===== src/rtl/level_sequencer.sv =====
// Game flow controller: title, level load, play, result hold, next level / retry / game over.
// Define SEQ_SKIP_EN to let a skip_button rising edge in PLAY count as a level win.
//
// state     | meaning
// ----------+---------------------------------------------------------
// IDLE      | title screen, levels held in reset, waiting for start
// LOAD      | level_reset_n held low for LOAD_CYCLES cycles
// PLAY      | level running, win/lose sampled once the guard expires
// WIN_HOLD  | level frozen for HOLD_FRAMES frames, then next level
// LOSE_HOLD | level frozen for HOLD_FRAMES frames, then a life is lost
// OVER      | no lives left, waiting for start
// DONE      | last level won, waiting for start
module level_sequencer #(
    parameter int NUM_LEVELS   = 3,
    parameter int START_LIVES  = 3,
    parameter int LOAD_CYCLES  = 4,
    parameter int GUARD_CYCLES = 2,
    parameter int HOLD_FRAMES  = 120
) (
    input  logic       vga_clock,
    input  logic       reset,
    input  logic       start_button,
    input  logic       frame_tick,
    input  logic       level_win,
    input  logic       level_lose,
    input  logic       skip_button,
    output logic [1:0] level_sel,
    output logic       level_reset_n,
    output logic [3:0] lives,
    output logic [2:0] state,
    output logic       playing,
    output logic       game_over,
    output logic       game_won
);

    localparam int CNT_MAX = (LOAD_CYCLES > GUARD_CYCLES) ? LOAD_CYCLES : GUARD_CYCLES;
    localparam int CW      = (CNT_MAX < 2) ? 1 : $clog2(CNT_MAX + 1);
    localparam int FW      = (HOLD_FRAMES > 255) ? $clog2(HOLD_FRAMES + 1) : 8;

    localparam logic [CW-1:0] LOAD_INIT  = CW'(LOAD_CYCLES - 1);
    localparam logic [CW-1:0] GUARD_INIT = CW'(GUARD_CYCLES);
    localparam logic [FW-1:0] FRAME_LAST = FW'(HOLD_FRAMES - 1);
    localparam logic [1:0]    LAST_LEVEL = 2'(NUM_LEVELS - 1);
    localparam logic [3:0]    LIVES_INIT = 4'(START_LIVES);

    typedef enum logic [2:0] {
        S_IDLE      = 3'd0,
        S_LOAD      = 3'd1,
        S_PLAY      = 3'd2,
        S_WIN_HOLD  = 3'd3,
        S_LOSE_HOLD = 3'd4,
        S_OVER      = 3'd5,
        S_DONE      = 3'd6
    } state_t;

    logic          start_q;
    logic          start_edge;
    logic          advance;
    logic          frame_done;
    logic [CW-1:0] cyc_cnt;
    logic [FW-1:0] frame_cnt;
    logic [3:0]    flags_q;

    assign start_edge = start_button & ~start_q;
    assign frame_done = frame_tick && (frame_cnt == FRAME_LAST);
    assign {level_reset_n, playing, game_over, game_won} = flags_q;

`ifdef SEQ_SKIP_EN
    logic skip_q;
    logic skip_edge;

    assign skip_edge = skip_button & ~skip_q;
    assign advance   = level_win | skip_edge;

    always_ff @(posedge vga_clock or posedge reset) begin
        if (reset)
            skip_q <= 1'b1;
        else
            skip_q <= skip_button;
    end
`else
    logic unused_skip;

    assign unused_skip = skip_button;
    assign advance     = level_win;
`endif

    // Output flags {level_reset_n, playing, game_over, game_won} for the state being entered.
    function automatic logic [3:0] flags_for(state_t s);
        logic [3:0] f;
        f = 4'b0000;
        case (s)
            S_PLAY:                  f = 4'b1100;
            S_WIN_HOLD, S_LOSE_HOLD: f = 4'b1000;
            S_OVER:                  f = 4'b0010;
            S_DONE:                  f = 4'b0001;
            default:                 f = 4'b0000;
        endcase
        return f;
    endfunction

    always_ff @(posedge vga_clock or posedge reset) begin
        if (reset) begin
            state     <= S_IDLE;
            level_sel <= '0;
            lives     <= LIVES_INIT;
            flags_q   <= 4'b0000;
            start_q   <= 1'b1;
            cyc_cnt   <= '0;
            frame_cnt <= '0;
        end else begin
            start_q <= start_button;
            case (state)
                S_IDLE: begin
                    if (start_edge) begin
                        level_sel <= '0;
                        lives     <= LIVES_INIT;
                        cyc_cnt   <= LOAD_INIT;
                        frame_cnt <= '0;
                        state     <= S_LOAD;
                        flags_q   <= flags_for(S_LOAD);
                    end
                end
                S_LOAD: begin
                    if (cyc_cnt == '0) begin
                        cyc_cnt   <= GUARD_INIT;
                        frame_cnt <= '0;
                        state     <= S_PLAY;
                        flags_q   <= flags_for(S_PLAY);
                    end else begin
                        cyc_cnt <= cyc_cnt - CW'(1);
                    end
                end
                S_PLAY: begin
                    // Guard lets the freshly released level settle before its flags are trusted.
                    if (cyc_cnt != '0) begin
                        cyc_cnt <= cyc_cnt - CW'(1);
                    end else if (advance) begin
                        frame_cnt <= '0;
                        state     <= S_WIN_HOLD;
                        flags_q   <= flags_for(S_WIN_HOLD);
                    end else if (level_lose) begin
                        frame_cnt <= '0;
                        state     <= S_LOSE_HOLD;
                        flags_q   <= flags_for(S_LOSE_HOLD);
                    end
                end
                S_WIN_HOLD: begin
                    if (frame_done) begin
                        frame_cnt <= '0;
                        if (level_sel == LAST_LEVEL) begin
                            state   <= S_DONE;
                            flags_q <= flags_for(S_DONE);
                        end else begin
                            level_sel <= level_sel + 2'd1;
                            cyc_cnt   <= LOAD_INIT;
                            state     <= S_LOAD;
                            flags_q   <= flags_for(S_LOAD);
                        end
                    end else if (frame_tick) begin
                        frame_cnt <= frame_cnt + FW'(1);
                    end
                end
                S_LOSE_HOLD: begin
                    if (frame_done) begin
                        frame_cnt <= '0;
                        if (lives <= 4'd1) begin
                            lives   <= 4'd0;
                            state   <= S_OVER;
                            flags_q <= flags_for(S_OVER);
                        end else begin
                            lives   <= lives - 4'd1;
                            cyc_cnt <= LOAD_INIT;
                            state   <= S_LOAD;
                            flags_q <= flags_for(S_LOAD);
                        end
                    end else if (frame_tick) begin
                        frame_cnt <= frame_cnt + FW'(1);
                    end
                end
                S_OVER, S_DONE: begin
                    if (start_edge) begin
                        frame_cnt <= '0;
                        state     <= S_IDLE;
                        flags_q   <= flags_for(S_IDLE);
                    end
                end
                default: begin
                    frame_cnt <= '0;
                    state     <= S_IDLE;
                    flags_q   <= flags_for(S_IDLE);
                end
            endcase
        end
    end

endmodule

===== config.mk =====
export PLATFORM = sky130hd
export DESIGN_NAME = level_sequencer
export DESIGN_NICKNAME = d
export VERILOG_FILES = /design/src/rtl/level_sequencer.sv
export SDC_FILE = /design/constraint.sdc
export NUM_CORES = 1
export LEC_CHECK = 0
export ABC_AREA = 1
export CAP_MARGIN = 20
export CORE_ASPECT_RATIO = 0.75
export CORE_MARGIN = 2
export CORE_UTILIZATION = 60
export DETAILED_ROUTE_END_ITERATION = 12
export PLACE_DENSITY = 0.91
export SLEW_MARGIN = 15
export SYNTH_ARGS = -nofsm -noshare
export SYNTH_HDL_FRONTEND = slang
export SYNTH_SLANG_ARGS = --single-unit

===== constraint.sdc =====
create_clock -name vga_clock -period 2.6 [get_ports vga_clock]
set_input_delay 0.39 -clock vga_clock [delete_from_list [all_inputs] [get_ports vga_clock]]
set_output_delay 0.39 -clock vga_clock [all_outputs]
set_load 0.05 [all_outputs]

==> reports/metrics.yaml <==
setup_path:
  crit_cells: 1
  cp_num_buf_inv: 1
  cpPeakStageDelay_ns: 0.89
  startpoint_type: "flop"
  arrival_ns: 1.75
  worstPathRequired_ns: 2.21
  r2r_cells: 10
  crit_type: "reg -> out"
  reg2reg_from: "lives[0]"
  cpMaxStageDelayCell: "clkdlybuf4s50_1"
  crit_path_end_kind: "primary output"
  worstSetupStartpoint: "state[1]"
  path_delay_family: "buffers and inverters"
  r2r-end: "cyc_cnt[1]"
  setup.worst_path.end: "state[1]"
  cp_cell_sequence: "clkdlybuf4s50_1"
  critical_path.max_fanout: 7
  regToRegSetupSlack_ns: 0.77
global_route:
  grt_max_degree: 26
  grtUsageTotal: 0.2401
  grt_pass1_wl_mm: 6.023
  antenna_found_initial: 0
  grt_pass1_vias: 1430
  grt-ovfl-total: 0
sta:
  setup_violations: 0
  period_needed_ns: 2.139
  post-route-period-util: 0.8228
  rsz0062_at_grt: "no"
  hold_violations: 0
  slew_viol_final: 0
  finalSetupTns_ns: 0
  timing.fmax_mhz: 467.4
  clock_skew_ns: 0.001330
  relSlewSlack: 0.6580
  tightest_slew_ns: 0.5113
synth:
  yosys_warnings: 0
  synthCells: 231
  syn_area_um2: 1680
  synth_ff_type: "dfrtp_1"
  synth_cell_type_count: 29
  syn_nets: 244
  ys_seq_area_frac: 0.3745
  synthArstFlopShare: 1.000
  ys_ff_latch: 25
  synth_edf_count: 0
  syn_avg_cell_area_um2: 7.274
placement:
  dp_hpwl_mm: 2.547
  gp_congestion: 0.8693
  port_buffers: 18
route:
  ant_nets: 0
  first_pass_iters: 4
  num_vias: 1498
  vias_per_cell: 5.183
  drt-initial-drc-count: 93
  routed_wl_mm: 3.424
  wire_per_inst_um: 11.85
  drc_errors: 0
pwr:
  seq_power_share: 0.259
  power_mw: 2.395
  vdd_ir_drop_max_uv: 896.8
  pwr-share-comb: 0.646
  p_switching_mw: 1.302
  p_sw_frac: 0.5437
  p_leak_nw: 0.9866
  p_int_mw: 1.093
  powerDensity_nw_per_um2: 1229
  clkPwrFrac: 0.095
final_layout:
  layout_common_cells: "nand2_1, inv_1, nor2_1"
  antenna_cells: 0
  syn2layout_area_growth_pct: 15.93
  drive_gt1_frac: 0.1423
  final_common_cell: "nand2_1"
  final_nets: 267
  utilization: 0.7372
clock_tree:
  root_buffer: "clkbuf_8"
  cts_resized: 0
  cts_made_buffers: 3
  path_clk_slew_ns: 0.08
  htree_levels: 1
  cts.sinks: 25
  clk_latency_ns: 0.27
  cts_setup_buffers: 0
  cts_tree: "yes"
  ctsHoldBuffers: 0
  clockBufferDepth: 2
die:
  core_area_um2: 2643
  pin_count: 20
  fp.dieW_um: 65.11
  fp.dieH_um: 49.83
  design.die.area_um2: 3244
  rows: 16
  start_util: 0.6359
min_path:
  worst_hold_path_type: "in -> async"
flow_run:
  drv_cap: 0
run_status:
  outcome: "finished, final reports clean"
-- registers in the layout, indices dropped and copies added (netlist names) --
signal and cells:
flags_q 4, cyc_cnt 3, state 3, start_q 1
level_sel 2, lives 4, frame_cnt 8
-- cells in the mapped netlist, types with 2 or more instances --
library cell   n  area [um^2]
o21ai_2        2        17.52
nor2_4         2        22.52
o21ai_1        4        20.02
nor2_1        26        97.59
nand2_2        7        43.79
nand2_1       70        262.8
ha_1           6        75.07
dfstp_2        3        78.83
nand3b_1       4        30.03
dfrtp_1       22        550.5
o21ai_0        9        45.04
nand3_2        2        20.02
nor2_2         2        12.51
inv_2          5        18.77
inv_1         29        108.9
nand3_1       22        110.1
nand2_4        4        45.04
-- metrics by stage --
stage	area, um^2	setup WS (ns)	instances	hold WS [ns]
3_5_place_dp	1902	0.6027	285	0.4619
2_1_floorplan	1680	0.7931	231	0.3945
4_1_cts	1948	0.4682	289	0.4805
6_report	1948	0.4606	289	0.4614
5_1_grt	1948	0.4374	289	0.4995
3_3_place_gp	1902	0.6461	285	0.4544
-- power groups by stage --
stage          sequential [mW]  clock, mW  combinational, mW
2_1_floorplan            0.830          0               1.01
3_3_place_gp             0.617          0               1.49
3_5_place_dp             0.624          0               1.52
4_1_cts                  0.617      0.233               1.55
5_1_grt                  0.628      0.252               1.71
6_report                 0.620      0.228               1.55
-- routing by layer --
metal	track usage	vias up	part of all wire
met5	0	-	0
met4	0.06597	0	0.011
met3	0.05023	4	0.065
met2	0.3883	54	0.44
met1	0.3289	669	0.48
li1	-	771	-
-- logic make-up after synthesis --
| group | after synthesis | share of synthesized area |
|---|---|---|
| buf+inv | 35 | 0.08265 |
| flops | 25 | 0.3745 |
| xor+xnor | 2 | 0.01043 |
| simple gates | 145 | 0.4215 |
| fa+ha+maj | 6 | 0.04467 |
| compound gates | 18 | 0.06627 |
-- cell type report --
| type | instances | area [um^2] |
|---|---|---|
| inverter | 34 | 127.6 |
| tap | 36 | 45.04 |
| fill | 212 | 694.4 |
| clock buffer | 3 | 41.29 |
| multi-input combinational | 171 | 912.1 |
| clock inverter | 1 | 5.005 |
| timing repair buffer | 19 | 187.7 |
| sequential | 25 | 629.4 |
-- how the worst min path moves through the flow --
stage                         to  slack [ns]  cells after the start
floorplan                start_q        0.39                      0
global placement      cyc_cnt[1]        0.45                      2
detailed placement    flags_q[0]        0.46                      2
CTS                 frame_cnt[2]        0.48                      3
global route          cyc_cnt[0]        0.50                      2
finish              frame_cnt[2]        0.46                      3
Note: power is estimated with default switching activity, not from simulation.
